[src/rtl/debounced_switch_bank_pkg.sv]
// Shared definitions for the debounced switch bank: bus width, register
// offsets relative to BASE_ADDR, and the register-select encoding used by
// the address decoder.
package debounced_switch_bank_pkg;

   localparam int unsigned BUS_W     = 32;
   localparam int unsigned DATA0_OFF = 0;

   typedef enum logic [1:0] {
      SEL_NONE,
      SEL_DATA,
      SEL_STATUS,
      SEL_IRQ_EN
   } reg_sel_e;

   // Number of 32-bit data words needed to hold all switch bits.
   function automatic int unsigned calc_nw(input int unsigned num_banks,
                                           input int unsigned bank_w);
      return (num_banks * bank_w + BUS_W - 1) / BUS_W;
   endfunction

   // Byte offset of the STATUS register (directly after the data words).
   function automatic int unsigned status_off(input int unsigned nw);
      return 4 * nw;
   endfunction

   // Byte offset of the IRQ_EN register (after STATUS).
   function automatic int unsigned irq_en_off(input int unsigned nw);
      return 4 * (nw + 1);
   endfunction

endpackage

[src/rtl/debounced_switch_bank_if.sv]
// CPU bridge bus for the switch peripheral: byte address, write strobe,
// write data and combinational read data.
interface debounced_switch_bank_if;
   import debounced_switch_bank_pkg::*;

   logic [BUS_W-1:0] addr;
   logic             we;
   logic [BUS_W-1:0] wdata;
   logic [BUS_W-1:0] rdata;

   modport master (output addr, output we, output wdata, input rdata);
   modport slave  (input addr, input we, input wdata, output rdata);

endinterface

[src/rtl/switch_debouncer.sv]
// One switch bank: 2-flop synchroniser followed by a whole-bank debouncer.
// The bank vector must differ from the debounced value for DEBOUNCE_CYC
// consecutive cycles before it is adopted; any cycle of agreement restarts
// the count. 'changed' pulses on the edge where q is updated.
module switch_debouncer
   import debounced_switch_bank_pkg::*;
#(
   parameter int unsigned BANK_W       = 8,
   parameter int unsigned DEBOUNCE_CYC = 16
) (
   input  logic              clk,
   input  logic              reset,
   input  logic [BANK_W-1:0] d,
   output logic [BANK_W-1:0] q,
   output logic              changed
);

   localparam int unsigned     CNT_W    = $clog2(DEBOUNCE_CYC + 1);
   localparam logic [CNT_W-1:0] CNT_LAST = CNT_W'(DEBOUNCE_CYC - 1);

   logic [BANK_W-1:0] s1_q, s1_d;
   logic [BANK_W-1:0] s2_q, s2_d;
   logic [BANK_W-1:0] deb_q, deb_d;
   logic [CNT_W-1:0]  cnt_q, cnt_d;

   // Next-state: synchroniser shift and debounce counter / state update.
   always_comb begin
      s1_d    = d;
      s2_d    = s1_q;
      deb_d   = deb_q;
      cnt_d   = cnt_q;
      changed = 1'b0;
      if (s2_q == deb_q) begin
         cnt_d = '0;
      end else if (cnt_q == CNT_LAST) begin
         // Adopt whatever the bank shows now, even if it varied while counting.
         deb_d   = s2_q;
         cnt_d   = '0;
         changed = 1'b1;
      end else begin
         cnt_d = cnt_q + CNT_W'(1);
      end
   end

   // State registers; everything clears on reset so an aborted debounce leaves no trace.
   always_ff @(posedge clk) begin
      if (reset) begin
         s1_q  <= '0;
         s2_q  <= '0;
         deb_q <= '0;
         cnt_q <= '0;
      end else begin
         s1_q  <= s1_d;
         s2_q  <= s2_d;
         deb_q <= deb_d;
         cnt_q <= cnt_d;
      end
   end

   assign q = deb_q;

endmodule

[src/rtl/debounced_switch_bank.sv]
// Bus-mapped switch input peripheral. Each bank of (optionally active-low)
// pins is synchronised and debounced; the logical values are readable as
// packed data words, per-bank change flags latch into a W1C STATUS register
// and a maskable interrupt is raised from STATUS & IRQ_EN.
module debounced_switch_bank
   import debounced_switch_bank_pkg::*;
#(
   parameter int unsigned NUM_BANKS    = 8,
   parameter int unsigned BANK_W       = 8,
   parameter bit          ACTIVE_LOW   = 1'b1,
   parameter int unsigned DEBOUNCE_CYC = 16,
   parameter logic [31:0] BASE_ADDR    = 32'h7f2c
) (
   input  logic                          clk,
   input  logic                          reset,
   input  logic [NUM_BANKS*BANK_W-1:0]   dip_in,
   debounced_switch_bank_if.slave        bus,
   output logic [NUM_BANKS*BANK_W-1:0]   sw_state,
   output logic                          irq
);

   localparam int unsigned TOTAL_W = NUM_BANKS * BANK_W;
   localparam int unsigned NW      = calc_nw(NUM_BANKS, BANK_W);
   localparam logic [31:0] DATA_END  = 32'(DATA0_OFF + 4 * NW);
   localparam logic [31:0] STAT_OFF  = 32'(status_off(NW));
   localparam logic [31:0] IREN_OFF  = 32'(irq_en_off(NW));

   logic [TOTAL_W-1:0]   pins_log;
   logic [NUM_BANKS-1:0] changed;
   logic [NUM_BANKS-1:0] status_q, status_d;
   logic [NUM_BANKS-1:0] irq_en_q, irq_en_d;
   logic [NW*32-1:0]     data_pad;
   logic [31:0]          byte_off;
   logic [29:0]          word_idx;
   reg_sel_e             sel;
   logic                 unused_bits;

   // Only the word address and the low NUM_BANKS data bits are meaningful.
   assign unused_bits = ^{bus.addr[1:0], bus.wdata};

   assign pins_log = ACTIVE_LOW ? ~dip_in : dip_in;

   for (genvar i = 0; i < NUM_BANKS; i++) begin : g_bank
      switch_debouncer #(
         .BANK_W       (BANK_W),
         .DEBOUNCE_CYC (DEBOUNCE_CYC)
      ) u_deb (
         .clk     (clk),
         .reset   (reset),
         .d       (pins_log[i*BANK_W +: BANK_W]),
         .q       (sw_state[i*BANK_W +: BANK_W]),
         .changed (changed[i])
      );
   end

   // Address decode: classify the word address relative to BASE_ADDR.
   always_comb begin
      byte_off = {bus.addr[31:2], 2'b00} - {BASE_ADDR[31:2], 2'b00};
      word_idx = byte_off[31:2];
      sel      = SEL_NONE;
      if (bus.addr[31:2] >= BASE_ADDR[31:2]) begin
         if (byte_off < DATA_END) begin
            sel = SEL_DATA;
         end else if (byte_off == STAT_OFF) begin
            sel = SEL_STATUS;
         end else if (byte_off == IREN_OFF) begin
            sel = SEL_IRQ_EN;
         end
      end
   end

   // Read mux from registered state; data words are zero-padded above the last bank.
   always_comb begin
      data_pad              = '0;
      data_pad[TOTAL_W-1:0] = sw_state;
      bus.rdata             = '0;
      case (sel)
         SEL_DATA: begin
            for (int j = 0; j < int'(NW); j++) begin
               if (word_idx == 30'(j)) begin
                  bus.rdata = data_pad[j*32 +: 32];
               end
            end
         end
         SEL_STATUS: bus.rdata = 32'(status_q);
         SEL_IRQ_EN: bus.rdata = 32'(irq_en_q);
         default:    bus.rdata = '0;
      endcase
   end

   // Register writes: STATUS is write-1-to-clear with a new change flag taking priority.
   always_comb begin
      status_d = status_q;
      irq_en_d = irq_en_q;
      if (bus.we && (sel == SEL_STATUS)) begin
         status_d = status_q & ~bus.wdata[NUM_BANKS-1:0];
      end
      if (bus.we && (sel == SEL_IRQ_EN)) begin
         irq_en_d = bus.wdata[NUM_BANKS-1:0];
      end
      status_d = status_d | changed;
   end

   // STATUS and IRQ_EN registers.
   always_ff @(posedge clk) begin
      if (reset) begin
         status_q <= '0;
         irq_en_q <= '0;
      end else begin
         status_q <= status_d;
         irq_en_q <= irq_en_d;
      end
   end

   assign irq = |(status_q & irq_en_q);

endmodule

[src/flat_wrapper.sv]
// flat-port wrapper written by rule: the top's interface ports become plain ports
module debounced_switch_bank_flat import debounced_switch_bank_pkg::*;
#(
   parameter int unsigned NUM_BANKS    = 8,
   parameter int unsigned BANK_W       = 8,
   parameter bit          ACTIVE_LOW   = 1'b1,
   parameter int unsigned DEBOUNCE_CYC = 16,
   parameter logic [31:0] BASE_ADDR    = 32'h7f2c
)
  (clk, reset, dip_in, sw_state, irq, bus_addr, bus_we, bus_wdata, bus_rdata);
  debounced_switch_bank_if bus_i ();
  input  logic clk;
  input  logic reset;
  input  logic [NUM_BANKS*BANK_W-1:0] dip_in;
  output logic [NUM_BANKS*BANK_W-1:0] sw_state;
  output logic irq;
  input wire logic [$bits(bus_i.addr)-1:0] bus_addr;
  input wire logic [$bits(bus_i.we)-1:0] bus_we;
  input wire logic [$bits(bus_i.wdata)-1:0] bus_wdata;
  output wire logic [$bits(bus_i.rdata)-1:0] bus_rdata;
  assign bus_i.addr = bus_addr;
  assign bus_i.we = bus_we;
  assign bus_i.wdata = bus_wdata;
  assign bus_rdata = bus_i.rdata;
  debounced_switch_bank #(.NUM_BANKS(NUM_BANKS), .BANK_W(BANK_W), .ACTIVE_LOW(ACTIVE_LOW), .DEBOUNCE_CYC(DEBOUNCE_CYC), .BASE_ADDR(BASE_ADDR)) u_core (.clk(clk), .reset(reset), .dip_in(dip_in), .bus(bus_i), .sw_state(sw_state), .irq(irq));
endmodule
[config.mk]
export PLATFORM = sky130hd
export DESIGN_NAME = debounced_switch_bank_flat
export DESIGN_NICKNAME = d
export VERILOG_FILES = /design/src/rtl/debounced_switch_bank_pkg.sv /design/src/rtl/debounced_switch_bank_if.sv /design/src/rtl/switch_debouncer.sv /design/src/rtl/debounced_switch_bank.sv /design/src/flat_wrapper.sv
export SDC_FILE = /design/constraint.sdc
export NUM_CORES = 1
export LEC_CHECK = 0
export ABC_CLOCK_PERIOD_IN_PS = 5000
export CORE_MARGIN = 1.5
export CORE_UTILIZATION = 60
export DETAILED_ROUTE_END_ITERATION = 8
export DONT_BUFFER_PORTS = 1
export GPL_TIMING_DRIVEN = 0
export PLACE_DENSITY_LB_ADDON = 0.08
export SYNTH_ARGS = -nofsm -noshare
export SYNTH_HDL_FRONTEND = slang
export SYNTH_SLANG_ARGS = --single-unit
export TNS_END_PERCENT = 50
[constraint.sdc]
create_clock -name clk -period 5 [get_ports clk]
set_input_delay 1 -clock clk [delete_from_list [all_inputs] [get_ports clk]]
set_output_delay 1 -clock clk [all_outputs]
set_load 0.01 [all_outputs]
==> results.cfg, run 1 <==
[run_status]
outcome = finished, final reports clean

[die]
core_um2 = 16520
dieArea_um2 = 17620
die_y_um = 132.8
initial_core_util = 0.6113
rows = 47
die_w_um = 132.8
io-pin-count = 228

[synth]
ys_ff_latch = 248
synth_fa_ha_area_frac = 0.02601
synth-compound-area-share = 0.06590
synthXorXnorAreaFrac = 0.07284
async_reset_ff_frac = 0
synth_ff_type = dfxtp_1
netlist_instances = 1071
synth_area_per_cell_um2 = 9.431
synth_edf_count = 0
yosys_warnings = 0
synth_top_family_by_area = simple AND/OR/NAND/NOR gates
yosys.area_share.simple = 0.2315
ys_seq_area_frac = 0.4915
synthesis.area_um2 = 10100
synthMuxAreaShare = 0.08237
synth_cell_types = 54
synth.net_count = 1223

[power]
p_comb_frac = 0.050
p_seq_frac = 0.515
p_int_mw = 3.127
peakVddDrop_mv = 0.2991
finalPower_mw = 4.018
p_per_area_nw_per_um2 = 360.4
swShare = 0.2217
p_leak_nw = 4.498
p_switching_uw = 890.7
p_clk_frac = 0.435

[timing]
drv_slew = 0
slew_headroom = 0.4063
hold_viol = 0
finClkSkew_ns = 0.01088
rsz0062_at_grt = false
fin_hold_ws_ns = 0.4312
setup_viol = 0
fin_crit_ns = 4.581
worst_slew_pin_slew_ns = 0.8833
fmax_ghz = 0.2183
finalCritPeriodShare = 0.9161
fin_setup_tns_ns = 0

[routing]
drt_iter0_drc = 305
vias = 7189
route.detailed.vias_per_inst = 5.389
routedWlPerCell_um = 17.26
ant_nets = 0
post-route-drc-count = 0
dr.pass1.iters = 5
wl_mm = 23.02

[clock_network]
cts.htree.levels = 1
clock_latency_ns = 0.51
cts_buffers = 25
clk_path_buf_depth = 3
clockRootBuffer = clkbuf_16
cts_tree = yes
cts.clk_slew.worst_paths_ns = 0.06
hold_buffers = 0
clock-sinks = 248
cts_resized = 0
post_cts_buffers = 0

[layout]
fin_cells = 1334
n_antenna_cell = 0
drive_above_1_share = 0.06284
num-nets-final = 1250
area_growth_pct = 10.36

[worst_setup_path]
crit_arrival_ns = 3.58
critPathTopFamily = compound AO/OA/AOI/OAI gates
endpoint_kind = output pin
crit_path_cell_trace = ha_1, o21ai_1, a211oi_2, a211oi_1, o32ai_1, nand4_1, or4_1, buf_4, buf_12, nor2_4
timing_worst_setup_path_type = input pin to output pin
worst-path-max-fanout = 10
cp.required_ns = 4.00
cp_slowest_cell = a211oi_2
path_buf_inv = 2
cpPeakStageDelay_ns = 0.58
start_kind = input pin

[place]
hpwlAfterDp_mm = 16.98
place.gp.congestion = 0.8723
portBuffers = 0
dp.cells = 1291

[grt]
grt_usage = 0.2617
grt_first_pass_wirelength_mm = 36.55
grt_pass1_vias = 6939
antenna_found_initial = 0
grt_max_degree = 14
overflow = 0

[job]
maxCapViolCount = 0

[hold_path]
hold_path.class = flip-flop to flip-flop
[area by class of cell]
cell class | instances | area [µm²]
Fill cell | 1380 | 5378
Sequential cell | 248 | 4965
Multi-Input combinational cell | 753 | 4835
Tap cell | 220 | 275.3
Inverter | 21 | 78.83
Clock inverter | 5 | 36.28
Buffer | 49 | 222.7
Clock buffer | 38 | 734.5
[final timing paths]
check,from,endpoint,slack [ns],depth (start not counted)
max,bus_addr[2],bus_rdata[16],0.42,10
min,u_core.g_bank[0].u_deb.s1_q[5],u_core.g_bank[0].u_deb.s2_q[5],0.43,1
max reg2reg,u_core.g_bank[1].u_deb.q[0],u_core.status_q[1],2.90,6
min reg2reg,u_core.g_bank[0].u_deb.s1_q[5],u_core.g_bank[0].u_deb.s2_q[5],0.43,1
[metrics by stage]
step / utilization / setup slack [ns] / instance area [µm²]
6_report: 0.6746 / 0.4194 / 11150
5_1_grt: 0.6746 / 0.2313 / 11150
4_1_cts: 0.6746 / 0.4013 / 11150
3_5_place_dp: 0.6279 / 0.4156 / 10380
3_3_place_gp: 0.6279 / 0.4073 / 10380
2_1_floorplan: - / 0.6803 / 10100
[state kept, by name (all words and copies together), names as in the netlist]
name	count
u_core.g_bank.u_deb.cnt_q	40
u_core.g_bank.u_deb.s2_q	64
u_core.g_bank.u_deb.s1_q	64
u_core.irq_en_q	8
u_core.g_bank.u_deb.q	64
u_core.status_q	8
[per-layer routing]
layer | track usage | part of all wire
met5 | 0 | 0
met4 | 0.06654 | 0.019
met1 | 0.3432 | 0.44
met2 | 0.4380 | 0.46
met3 | 0.06054 | 0.075
[power by group through the flow]
stage / Combinational (mW) / Clock, mW / Sequential [mW]
final: 0.199 / 1.75 / 2.07
after global routing: 0.224 / 1.86 / 2.08
after CTS: 0.200 / 1.78 / 2.07
after detailed placement: 0.199 / 0 / 2.11
after global placement: 0.195 / 0 / 2.11
after floorplan: 0.148 / 0 / 2.11
[worst register-to-register path, delay by kind of cell, from the launching register on]
kind,cells,cell delay (ns)
AO/OA/AOI/OAI,2,0.26
XOR/XNOR,1,0.17
buffers and inverters,1,0.62
flip-flops,1,0.48
AND/OR/NAND/NOR,2,0.41
[cell usage in the layout (no fill, tap or decap), types with 22 or more instances in the layout]
cell type / count
mux2i_1: 82
nor2b_1: 75
nor2_1: 222
nand2_1: 39
clkbuf_1: 40
xnor2_1: 76
clkbuf_16: 25
o21ai_0: 22
a21oi_1: 36
dfxtp_1: 248
[cell families (layout without fill, tap and decap cells)]
kind of cell | after synthesis | in the layout
DFF | 248 | 248
muxes | 83 | 83
and+or+nand+nor | 460 | 460
xor gates and xnor gates | 84 | 84
AOI/OAI and AO/OA | 105 | 105
buffers and inverters | 70 | 113
adders and majority gates | 21 | 21
[Yosys cell counts (3+ instances only)]
master / instances / share of area
dfxtp_1: 248 / 0.49
nor2_1: 222 / 0.082
mux2i_1: 82 / 0.081
xnor2_1: 76 / 0.066
nor2b_1: 75 / 0.046
nand2_1: 39 / 0.014
a21oi_1: 36 / 0.018
clkbuf_1: 33 / 0.012
o21ai_0: 22 / 0.011
ha_1: 21 / 0.026
inv_1: 21 / 0.0078
nand4_1: 21 / 0.013
nor2_4: 20 / 0.022
nand2b_1: 18 / 0.011
nand3_1: 16 / 0.0079
and3_1: 11 / 0.0068
buf_1: 11 / 0.0041
and2_1: 9 / 0.0056
a311oi_1: 8 / 0.0069
o22ai_1: 8 / 0.0050
xor2_1: 8 / 0.0069
a211oi_1: 7 / 0.0052
nor3_1: 7 / 0.0035
or4_1: 6 / 0.0045
a22oi_1: 4 / 0.0030
nor4_1: 3 / 0.0019
Note: power is estimated with default switching activity, not from simulation.
==> inputs of run 2 (changes only) <==
--- a/config.mk
+++ b/config.mk
@@ -5,7 +5,7 @@
 export SDC_FILE = /design/constraint.sdc
 export NUM_CORES = 1
 export LEC_CHECK = 0
-export ABC_CLOCK_PERIOD_IN_PS = 5000
+export ABC_CLOCK_PERIOD_IN_PS = 5350
 export CORE_MARGIN = 1.5
 export CORE_UTILIZATION = 60
 export DETAILED_ROUTE_END_ITERATION = 8
==> constraint.sdc (replaced) <==
create_clock -name clk -period 5.35 [get_ports clk]
set_input_delay 1.07 -clock clk [delete_from_list [all_inputs] [get_ports clk]]
set_output_delay 1.07 -clock clk [all_outputs]
set_load 0.01 [all_outputs]
==> results of run 2 <==
The final DEF is identical to that of run 1. Status: finished, final reports clean.
Among the figures that moved: setup slack after placement 0.4156 ns -> 0.6256 ns; setup slack after layout 0.4194 ns -> 0.6294 ns; register-to-register setup slack 2.90 ns -> 3.25 ns; total power 4.018 mW -> 3.755 mW; worst IR drop on VDD 0.2991 mV -> 0.2795 mV
==> inputs of run 3 (changes only) <==
--- a/config.mk
+++ b/config.mk
@@ -5,7 +5,6 @@
 export SDC_FILE = /design/constraint.sdc
 export NUM_CORES = 1
 export LEC_CHECK = 0
-export ABC_CLOCK_PERIOD_IN_PS = 5350
 export CORE_MARGIN = 1.5
 export CORE_UTILIZATION = 60
 export DETAILED_ROUTE_END_ITERATION = 8
==> results of run 3 <==
The final DEF is identical to that of run 1. Status: finished, final reports clean.
Among the figures that moved: setup slack after placement 0.4156 ns -> 0.6256 ns; setup slack after layout 0.4194 ns -> 0.6294 ns; register-to-register setup slack 2.90 ns -> 3.25 ns; total power 4.018 mW -> 3.755 mW; worst IR drop on VDD 0.2991 mV -> 0.2795 mV
